File: config.mk
export PLATFORM = sky130hd
export DESIGN_NAME = cdb_arbiter_flat
export DESIGN_NICKNAME = d
export VERILOG_FILES = /design/src/rtl/cdb_arbiter_pkg.sv /design/src/rtl/cdb_arbiter_if.sv /design/src/rtl/cdb_arbiter_rr_multi_select.sv /design/src/rtl/cdb_arbiter.sv /design/src/flat_wrapper.sv
export SDC_FILE = /design/constraint.sdc
export NUM_CORES = 1
export LEC_CHECK = 0
export CAP_MARGIN = 20
export CORE_MARGIN = 2
export CORE_UTILIZATION = 48
export CTS_CLUSTER_DIAMETER = 120
export CTS_CLUSTER_SIZE = 30
export DETAILED_ROUTE_END_ITERATION = 10
export PLACE_DENSITY_LB_ADDON = 0.3
export SETUP_SLACK_MARGIN = 0.5
export SYNTH_ARGS = -nofsm -noshare
export SYNTH_HDL_FRONTEND = slang
export SYNTH_SLANG_ARGS = --single-unit
File: constraint.sdc
create_clock -name clock -period 7.2 [get_ports clock]
set_input_delay 1.44 -clock clock [delete_from_list [all_inputs] [get_ports clock]]
set_output_delay 1.44 -clock clock [all_outputs]
set_load 0.03 [all_outputs]
File: src/rtl/cdb_arbiter_pkg.sv
// ----------------------------------------------------------------------------
// cdb_arbiter_pkg
// Shared types and default sizes for the common-data-bus arbiter slice.
//   cdb_reg_packet_t : one CDB broadcast packet {valid, result, completing_reg}
//   fu_idx_e         : symbolic index of each requesting functional unit
//   NUM_FU_DEF / NUM_CDB_DEF : default requester / broadcast-port counts
// ----------------------------------------------------------------------------
package cdb_arbiter_pkg;

    localparam int NUM_FU_DEF  = 4;
    localparam int NUM_CDB_DEF = 2;
    localparam int RESULT_W    = 32;
    localparam int REG_IDX_W   = 6;

    typedef struct packed {
        logic                 valid;
        logic [RESULT_W-1:0]  result;
        logic [REG_IDX_W-1:0] completing_reg;
    } cdb_reg_packet_t;

    typedef enum logic [1:0] {
        FU_ALU0 = 2'd0,
        FU_ALU1 = 2'd1,
        FU_MULT = 2'd2,
        FU_LOAD = 2'd3
    } fu_idx_e;

endpackage

File: src/rtl/cdb_arbiter_if.sv
// ----------------------------------------------------------------------------
// cdb_arbiter_if
// Bundles the FU request/grant handshake and the registered CDB outputs.
//   fu_req      : per-FU request (FU -> arbiter)
//   fu_packet   : per-FU result packet, held stable while requesting
//   fu_grant    : per-FU grant, used as the FU's cdb_en (arbiter -> FU)
//   cdb_packets : registered broadcast packets (arbiter -> consumers)
//   rr_ptr      : current highest-priority FU index
//   grant_count : total grants since reset, wrapping
// Modports: master = FU/consumer side, slave = arbiter side.
// ----------------------------------------------------------------------------
interface cdb_arbiter_if
    import cdb_arbiter_pkg::*;
#(
    parameter int NUM_FU   = NUM_FU_DEF,
    parameter int NUM_CDB  = NUM_CDB_DEF,
    parameter int FU_IDX_W = $clog2(NUM_FU)
);

    logic            [NUM_FU-1:0]  fu_req;
    cdb_reg_packet_t [NUM_FU-1:0]  fu_packet;
    logic            [NUM_FU-1:0]  fu_grant;
    cdb_reg_packet_t [NUM_CDB-1:0] cdb_packets;
    logic            [FU_IDX_W-1:0] rr_ptr;
    logic            [31:0]         grant_count;

    modport master (
        output fu_req,
        output fu_packet,
        input  fu_grant,
        input  cdb_packets,
        input  rr_ptr,
        input  grant_count
    );

    modport slave (
        input  fu_req,
        input  fu_packet,
        output fu_grant,
        output cdb_packets,
        output rr_ptr,
        output grant_count
    );

endinterface

File: src/rtl/cdb_arbiter_rr_multi_select.sv
// ----------------------------------------------------------------------------
// cdb_arbiter_rr_multi_select
// Combinational round-robin picker granting up to NUM_CDB requesters.
//   req       : request vector
//   start_ptr : index scanned first (highest priority)
//   grant     : one bit per granted requester
//   slot_idx  : FU index occupying each output slot, in scan order
//   slot_vld  : slot k is filled this cycle
//   next_ptr  : one past the last granted index (start_ptr if none)
//   grant_cnt : number of grants issued
// ----------------------------------------------------------------------------
module cdb_arbiter_rr_multi_select #(
    parameter int NUM_FU   = 4,
    parameter int NUM_CDB  = 2,
    parameter int FU_IDX_W = $clog2(NUM_FU),
    parameter int CNT_W    = $clog2(NUM_CDB + 1)
) (
    input  logic [NUM_FU-1:0]                 req,
    input  logic [FU_IDX_W-1:0]               start_ptr,
    output logic [NUM_FU-1:0]                 grant,
    output logic [NUM_CDB-1:0][FU_IDX_W-1:0]  slot_idx,
    output logic [NUM_CDB-1:0]                slot_vld,
    output logic [FU_IDX_W-1:0]               next_ptr,
    output logic [CNT_W-1:0]                  grant_cnt
);

    always_comb begin
        int                  cnt;
        logic [FU_IDX_W-1:0] idx;

        grant    = '0;
        slot_idx = '0;
        slot_vld = '0;
        next_ptr = start_ptr;
        cnt      = 0;
        idx      = '0;

        // Walk the requesters starting at start_ptr, wrapping modulo NUM_FU,
        // and hand out slots in the order requesters are met.
        for (int off = 0; off < NUM_FU; off++) begin
            idx = FU_IDX_W'((int'(start_ptr) + off) % NUM_FU);
            if (req[idx] && (cnt < NUM_CDB)) begin
                grant[idx] = 1'b1;
                // Constant slot loop keeps the slot select a compile-time index.
                for (int k = 0; k < NUM_CDB; k++) begin
                    if (k == cnt) begin
                        slot_idx[k] = idx;
                        slot_vld[k] = 1'b1;
                    end
                end
                next_ptr = FU_IDX_W'((int'(idx) + 1) % NUM_FU);
                cnt      = cnt + 1;
            end
        end

        grant_cnt = CNT_W'(cnt);
    end

endmodule

File: src/rtl/cdb_arbiter.sv
// ----------------------------------------------------------------------------
// cdb_arbiter
// Shares NUM_CDB common-data-bus ports among NUM_FU functional units.
// Grants are issued combinationally in the request cycle; granted packets
// are broadcast from a register stage one cycle later.
//   clock : rising-edge clock
//   reset : synchronous, active-low (0 = in reset); grants are masked
//           while it is low
//   bus   : cdb_arbiter_if slave port (requests, packets, grants,
//           registered CDB packets, rr_ptr, grant_count)
// ----------------------------------------------------------------------------
module cdb_arbiter
    import cdb_arbiter_pkg::*;
#(
    parameter int NUM_FU   = NUM_FU_DEF,
    parameter int NUM_CDB  = NUM_CDB_DEF,
    parameter int FU_IDX_W = $clog2(NUM_FU)
) (
    input  logic          clock,
    input  logic          reset,
    cdb_arbiter_if.slave  bus
);

    localparam int CNT_W = $clog2(NUM_CDB + 1);

    logic [NUM_FU-1:0]                req_p0;
    logic [NUM_FU-1:0]                grant_p0;
    logic [NUM_CDB-1:0][FU_IDX_W-1:0] slot_idx_p0;
    logic [NUM_CDB-1:0]               slot_vld_p0;
    logic [FU_IDX_W-1:0]              next_ptr_p0;
    logic [CNT_W-1:0]                 grant_cnt_p0;

    cdb_reg_packet_t [NUM_CDB-1:0]    cdb_pkt_p1;
    logic [FU_IDX_W-1:0]              rr_ptr_q;
    logic [31:0]                      grant_count_q;

    // Masking requests during reset zeroes the grants and keeps the
    // pointer/counter inputs quiet without a second gating point.
    assign req_p0 = reset ? bus.fu_req : '0;

    cdb_arbiter_rr_multi_select #(
        .NUM_FU   (NUM_FU),
        .NUM_CDB  (NUM_CDB),
        .FU_IDX_W (FU_IDX_W),
        .CNT_W    (CNT_W)
    ) u_select (
        .req       (req_p0),
        .start_ptr (rr_ptr_q),
        .grant     (grant_p0),
        .slot_idx  (slot_idx_p0),
        .slot_vld  (slot_vld_p0),
        .next_ptr  (next_ptr_p0),
        .grant_cnt (grant_cnt_p0)
    );

    assign bus.fu_grant = grant_p0;

    // ---- p0 -> p1 : capture granted packets into the broadcast stage ----
    always_ff @(posedge clock) begin
        if (!reset) begin
            cdb_pkt_p1 <= '0;
        end else begin
            for (int k = 0; k < NUM_CDB; k++) begin
                if (slot_vld_p0[k]) begin
                    cdb_pkt_p1[k].valid          <= 1'b1;
                    cdb_pkt_p1[k].result         <= bus.fu_packet[slot_idx_p0[k]].result;
                    cdb_pkt_p1[k].completing_reg <= bus.fu_packet[slot_idx_p0[k]].completing_reg;
                end else begin
                    // Empty slot: only valid drops, data fields keep last value.
                    cdb_pkt_p1[k].valid <= 1'b0;
                end
            end
        end
    end

    // Pointer moves past the last winner; it holds when nothing was granted.
    always_ff @(posedge clock) begin
        if (!reset) begin
            rr_ptr_q      <= '0;
            grant_count_q <= '0;
        end else begin
            if (|grant_p0) begin
                rr_ptr_q <= next_ptr_p0;
            end
            grant_count_q <= grant_count_q + 32'(grant_cnt_p0);
        end
    end

    assign bus.cdb_packets = cdb_pkt_p1;
    assign bus.rr_ptr      = rr_ptr_q;
    assign bus.grant_count = grant_count_q;

endmodule

File: src/flat_wrapper.sv
// flat-port wrapper written by rule: the top's interface ports become plain ports
module cdb_arbiter_flat import cdb_arbiter_pkg::*;
#(
    parameter int NUM_FU   = NUM_FU_DEF,
    parameter int NUM_CDB  = NUM_CDB_DEF,
    parameter int FU_IDX_W = $clog2(NUM_FU)
)
  (clock, reset, bus_fu_req, bus_fu_packet, bus_fu_grant, bus_cdb_packets, bus_rr_ptr, bus_grant_count);
  cdb_arbiter_if #(.NUM_FU(NUM_FU), .NUM_CDB(NUM_CDB), .FU_IDX_W(FU_IDX_W)) bus_i ();
  input  logic clock;
  input  logic reset;
  input wire logic [$bits(bus_i.fu_req)-1:0] bus_fu_req;
  input wire logic [$bits(bus_i.fu_packet)-1:0] bus_fu_packet;
  output wire logic [$bits(bus_i.fu_grant)-1:0] bus_fu_grant;
  output wire logic [$bits(bus_i.cdb_packets)-1:0] bus_cdb_packets;
  output wire logic [$bits(bus_i.rr_ptr)-1:0] bus_rr_ptr;
  output wire logic [$bits(bus_i.grant_count)-1:0] bus_grant_count;
  assign bus_i.fu_req = bus_fu_req;
  assign bus_i.fu_packet = bus_fu_packet;
  assign bus_fu_grant = bus_i.fu_grant;
  assign bus_cdb_packets = bus_i.cdb_packets;
  assign bus_rr_ptr = bus_i.rr_ptr;
  assign bus_grant_count = bus_i.grant_count;
  cdb_arbiter #(.NUM_FU(NUM_FU), .NUM_CDB(NUM_CDB), .FU_IDX_W(FU_IDX_W)) u_core (.clock(clock), .reset(reset), .bus(bus_i));
endmodule
==> key figures, run 1 <==
Run status
  – Status: completed

Run
  – Max-cap check violation count: 0

Floorplan
  – Die ar.: ~16000 um2
  – Initial Util: a little under 50%
  – Rows: 44
  – Core footprint: 14600 um2
  – Die Wd: between 100 and 150 um
  – # IOs: between 200 and 300
  – Chip Height: ~130 um

Layout
  – Final Instance Area: 10400 um2
  – Final Core Density: between 70% and 80%
  – Area Overhead vs Synth: 44.0%
  – Fraction of layout cells with a size suffix above 1: just under 6%
  – Final #Nets: 1204

Placed design
  – Placed wire-length estimate: 16700 um
  – Number of port buffers: approximately 270
  – Pre-CTS setup slack: 0.992 ns
  – Placed Area: 10000 um2
  – GPL Wtd Cong: 0.852

STA
  – Setup Viol. Count Final: 0
  – Worst hold margin: ~0.49 ns
  – Max Fclk: 162 MHz
  – Endpoints failing hold: 0
  – Worst Skew: around 0.0069 ns
  – Least-Margin Pin Slew: 1.03 ns
  – Final worst-path cycle share: 85.6%
  – RSZ-0062 raised after global routing: no
  – Fin crit period: 6.16 ns
  – Min setup slack post-route: 1.04 ns
  – Setup TNS: 0 ns
  – Slew headroom: about 31%
  – Max-slew violations: 0

Pwr
  – Sequential share of power: 22.5%
  – Power per cell area: 416 nW/um2
  – P_leak: 3.86 nW
  – Clock group share of total power: 13.4%
  – Combinational share of power: 64.1%
  – Internal power: 2.31 mW
  – Sw power: 2.00 mW
  – Worst VDD drop: 213 uV
  – Switch share: 46.4%

Synth
  – Yosys top cell area share: slightly above 30%
  – Synth unique cells: 54
  – Main synth FF type: dfxtp_1
  – Mapped Cells: 801
  – Post-synth net total: roughly 1000
  – Cell taking the most area after synthesis: dfxtp_1
  – Avg Inst Size Synth: 8.99 um2
  – Sequential area share after synthesis: 31.1%
  – Post-synth ARST share: 0%
  – Top post-synthesis cells by area: dfxtp_1 31%, mux2i_1 11%, mux2_1 5.9%
  – Mapped Area: 7200 um2
  – Synth warn: 0
  – Post-synth EDFFs: 0
  – Seq cells post-synth: 112

Clock network
  – Worst skew pair latency: 0.37 ns
  – Worst-path clk slew: 0.08 ns
  – Postcts setup bufs: 0
  – H-tree depth: 3
  – CTS tree: yes
  – Post_cts resized: 0
  – Clock Path Buffers: 2
  – Hold-fix buffers, CTS: 0
  – CTS root buf: clkbuf_16
  – Sink Count: 112
  – TritonCTS Buffers: 9

Global routing
  – Vias in the first global route: 7410
  – Pin count of the biggest net entering global routing: 49
  – Initial antenna violation count: 1
  – First-pass GRT wire length: about 40000 um
  – Total GRT Usage: a little under a third
  – Gr ovfl total: 0

Route
  – DRC violations left: 0
  – Routed vias/inst: approximately 6.3
  – Drt first pass iters: 5
  – Antenna Nets Post-Route: 0
  – WL/cell: 20.8 um
  – Routed WL: roughly 25000 um
  – Starting DRT DRC Count: around 620
  – Detailed-route via count: 7636

Setup path
  – Startpoint Class: input pin
  – CP Max Fanout: 10
  – Reg2Reg Setup Slack: 1.57 ns
  – Critical Path End Type: output port
  – Crit Path Class: input pin to output port
  – CP arrival: between 4 and 5 ns
  – WP data required: around 5.8 ns

Hold path
  – Hold Crit Class: register to register
path summary, 6_finish.rpt:
| kind | startpoint | to | cells after the start |
|---|---|---|---|
| max reg2reg | u_core.bus.rr_ptr[0]$_SDFFE_PN0P_ | u_core.bus.grant_count[29]$_SDFF_PN0_ | 17 |
| min | u_core.bus.cdb_packets[29]$_SDFFE_PN0P_ | u_core.bus.cdb_packets[29]$_SDFFE_PN0P_ | 1 |
| max | bus_fu_req[3] | bus_fu_grant[0] | 11 |
| min reg2reg | u_core.bus.cdb_packets[29]$_SDFFE_PN0P_ | u_core.bus.cdb_packets[29]$_SDFFE_PN0P_ | 1 |
layout by cell type (no fill, tap or decap), types with 3 or more instances in the layout:
cell / instances
a221o_1: 42
a21o_1: 3
mux2i_1: 78
nand2_1: 17
buf_4: 16
and2_1: 48
or3_1: 5
xnor2_1: 9
xor2_1: 21
mux2_2: 4
clkdlybuf4s50_1: 272
nand3_1: 17
clkbuf_16: 9
o21ai_0: 5
nand4_1: 47
a31oi_1: 6
nand2b_1: 4
mux2_1: 38
and3_1: 7
ha_1: 12
dfxtp_1: 112
inv_1: 16
and4_1: 4
nor2_1: 75
o31ai_1: 39
a221oi_1: 36
a21oi_1: 46
cells in the mapped netlist (all sizes together) (2+ instances only):
cell type,n
a221o,42
and2,50
o311a,2
o21ai,7
nand2b,4
nor2,76
nand4,47
nand3,17
nand2,17
mux2,42
and3,7
buf,34
inv,18
a21o,3
ha,12
or3,5
nor2b,2
xnor2,9
o31ai,39
dfxtp,112
a211oi,2
a221oi,38
clkbuf,40
mux4,2
nor3,2
and4,5
a31oi,6
mux2i,79
xor2,21
o2bb2ai,2
a21oi,47
logic make-up after synthesis:
group                    after synthesis  synth area share (%)
XOR/XNOR                              30                  3.65
multiplexers                         123                  18.2
buffers and inverters                 92                  6.06
AO/OA/AOI/OAI                        198                  21.6
adder cells (fa/ha/maj)               13                  2.36
flip-flops                           112                  31.1
AND/OR/NAND/NOR                      233                  16.9
area by class of cell:
type                            instances  area [um2]
Multi-Input combinational cell        597        4610
Fill cell                            1183        4220
Timing Repair Buffer                  291        2900
Sequential cell                       112        2240
Tap cell                              184         230
Clock buffer                            9         225
Clock inverter                          7         101
Inverter                               18        67.6
Antenna cell                            1        2.50
power by group through the flow:
stage | Combinational (mW) | Clock, mW | Sequential (mW)
2_1_floorplan | 1.44 | 0 | 1.36
3_3_place_gp | 2.69 | 0 | 0.975
4_1_cts | 2.73 | 0.579 | 0.969
6_report | 2.76 | 0.578 | 0.971
3_5_place_dp | 2.72 | 0 | 0.977
5_1_grt | 2.93 | 0.608 | 0.994
flip-flops by register name, summed over array words and instances (netlist names):
| name | flops |
|---|---|
| u_core.bus.grant_count | 32 |
| u_core.bus.cdb_packets | 78 |
| u_core.bus.rr_ptr | 2 |
per-layer routing:
layer	global-route usage, %	share of wire [%]	vias to the layer above
met5	0	0	-
met4	13.7	3.2	0
met3	6.92	9.5	54
met2	49.0	46	419
met1	39.9	41	3652
li1	-	-	3511
through the flow:
step / total power [mW] / std cells
6_report: 4.31 / 1219
5_1_grt: 4.53 / 1219
4_1_cts: 4.28 / 1217
3_5_place_dp: 3.70 / 1201
3_3_place_gp: 3.66 / 1201
2_1_floorplan: 2.80 / 801
worst max-delay path: stages:
cell	delay [ns]
clkdlybuf4s50_1	0.49
mux4_2	0.49
nand2_1	0.22
inv_2	0.15
ha_1	0.32
nor2b_1	0.46
and3_1	0.24
a221o_1	0.11
a31oi_1	0.06
inv_1	0.08
clkdlybuf4s50_1	0.66
No activity file was read; power rests on OpenSTA's default activity.
==> run 2: changes to the inputs <==
CELL_PAD_IN_SITES_DETAIL_PLACEMENT = 1   (was default)
CELL_PAD_IN_SITES_GLOBAL_PLACEMENT = 2   (was default)
CORE_ASPECT_RATIO = 1.25   (was default)
CORE_UTILIZATION = 27   (was 48)
REMOVE_ABC_BUFFERS = 1   (was default)
==> key figures, run 2 (synthesized netlist as in run 1, its figures left out) <==
Run status
  – Status: completed

Layout
  – Fraction of layout cells with a size suffix above 1: 6.08%
  – Ant diodes: 0
  – Largest register FFs: 78
  – Final cell count without fillers: between 1000 and 1500
  – Commonest cells after routing, fill and taps aside: 272 x clkdlybuf4s50_1, 112 x dfxtp_1, 78 x mux2i_1, 75 x nor2_1, 48 x and2_1
  – Fill count: a little over 3000
  – Final #Nets: 1206
  – Area Overhead vs Synth: 46.1%
  – Most common cell after layout, fill and taps aside: clkdlybuf4s50_1
  – Final Core Density: between 40% and 50%

STA
  – Final worst-path cycle share: between 80 and 90%
  – Setup Viol. Count Final: 0
  – Fin crit period: 6.24 ns
  – RSZ-0062 raised after global routing: no
  – Max-slew violations: 0
  – Worst Skew: 0.0137 ns
  – Min setup slack post-route: 0.958 ns
  – Least-Margin Pin Slew: about 1.0 ns
  – Max Fclk: roughly 160 MHz
  – Slew headroom: 32.0%
  – Endpoints failing hold: 0

Setup path
  – Worst R2R Start: u_core.bus.rr_ptr[0]$_SDFFE_PN0P_
  – Path depth of the worst reg2reg path: 18
  – Crit path cell chain: clkdlybuf4s50_1 > mux2i_1 > o2bb2ai_2 > ha_1 > nor2b_1 > and3_1 > a221o_1 > a31oi_1 > inv_1 > clkdlybuf4s50_1
  – Top delay family on crit path: buffers and inverters
  – CP arrival: 4.80 ns
  – Reg2Reg Setup Slack: 1.77 ns
  – CP Max Fanout: 14
  – Worst path bufs/invs: 3
  – Critical Path End Type: output port
  – Crit Path Class: input pin to output port
  – Slowest CP cell: o2bb2ai_2
  – Crit path largest cell delay: 0.61 ns
  – WP data required: 5.76 ns
  – Startpoint Class: input pin
  – R2r endpoint: u_core.bus.grant_count[29]$_SDFF_PN0_
  – Most used cell, CP: clkdlybuf4s50_1

Run
  – Max-cap check violation count: 0

Placed design
  – GPL Wtd Cong: about 0.8
  – Pre-CTS setup slack: between 0.8 and 0.9 ns
  – Cells after DPL: about 1400
  – Number of port buffers: 273
  – Placed wire-length estimate: 20800 um

Pwr
  – P_leak: 3.84 nW
  – Power per cell area: around 410 nW/um2
  – Worst VDD drop: between 200 and 300 uV

Route
  – Drt first pass iters: 5
  – DRC violations left: 0
  – WL/cell: 22.6 um
  – Starting DRT DRC Count: 320
  – Antenna Nets Post-Route: 0
  – Routed WL: 31100 um
  – Detailed-route via count: 7467
  – Routed vias/inst: 5.43

Floorplan
  – Core footprint: 26100 um2
  – Rows: 66
  – # IOs: 278
  – Die Wd: 150 um
  – Die ar.: 28000 um2
  – Initial Util: between 20% and 30%
  – Chip Height: 187 um

Global routing
  – Vias in the first global route: 8029
  – Pin count of the biggest net entering global routing: 52
  – Total GRT Usage: 21.8%
  – Gr ovfl total: 0
  – Grt met1 use: 27.4%
  – Met2 Use GR: approximately 38%
  – Busiest grt layer: met2
  – First-pass GRT wire length: 47700 um
  – Initial antenna violation count: 0
  – Met3 usage: 4.82%

Hold path
  – Hold EP: u_core.bus.cdb_packets[36]$_SDFFE_PN0P_
  – Hold Crit Class: register to register
  – Hold Crit Start: u_core.bus.cdb_packets[36]$_SDFFE_PN0P_
  – Worst Hold Depth: 1

Clock network
  – Hold-fix buffers, CTS: 0
  – Sink Count: 112
  – Worst-path clk slew: 0.08 ns
  – Post_cts resized: 0
  – CTS tree: yes
  – H-tree depth: 3
  – TritonCTS Buffers: 9
  – CTS root buf: clkbuf_16
  – Postcts setup bufs: 0
  – Clock Path Buffers: 2
  – Worst skew pair latency: 0.37 ns
run 2: metrics by stage:
| stage | TNS [ns] | hold slack [ns] | total power, mW | area (um2) |
|---|---|---|---|---|
| 6_report | 0 | 0.492 | 4.31 | 10500 |
| 4_1_cts | 0 | 0.498 | 4.35 | 10500 |
| 3_3_place_gp | 0 | 0.470 | 3.79 | 10200 |
| 3_5_place_dp | 0 | 0.475 | 3.82 | 10200 |
| 2_1_floorplan | -50.83 | 0.618 | 2.75 | 6830 |
| 5_1_grt | 0 | 0.514 | 4.59 | 10500 |
run 2: metal layers:
metal | vias to the layer above | wire, um
met1 | 3703 | 13400
li1 | 3516 | -
met2 | 228 | 15200
met3 | 20 | 2130
met5 | - | 0
met4 | 0 | 379
run 2: how the worst max path moves through the flow:
stage / start / to / cells past startpoint
final: bus_fu_req[3] / bus_fu_grant[2] / 10
after global routing: bus_fu_req[3] / bus_fu_grant[0] / 10
after CTS: bus_fu_req[3] / bus_fu_grant[2] / 10
after detailed placement: bus_fu_req[3] / u_core.bus.grant_count[29]$_SDFF_PN0_ / 16
after global placement: bus_fu_req[3] / u_core.bus.grant_count[29]$_SDFF_PN0_ / 16
after floorplan: bus_fu_req[3] / u_core.bus.cdb_packets[5]$_SDFFE_PN0P_ / 10
run 2: where the power goes:
part / switching, mW / internal [mW] / total (mW)
Sequential: 0.125 / 0.842 / 0.967
Combinational: 1.68 / 1.16 / 2.83
Clock: 0.270 / 0.242 / 0.511
run 2: final cells by class:
type	instances	area [um2]	share of cell area, %
inverters	18	67.6	0.642
multi-input cells	597	4610	43.8
clock buffers	10	229	2.18
repair buffers	293	2900	27.5
flip-flops and latches	112	2240	21.3
clock inverters	6	48.8	0.464
well taps	340	425	4.04
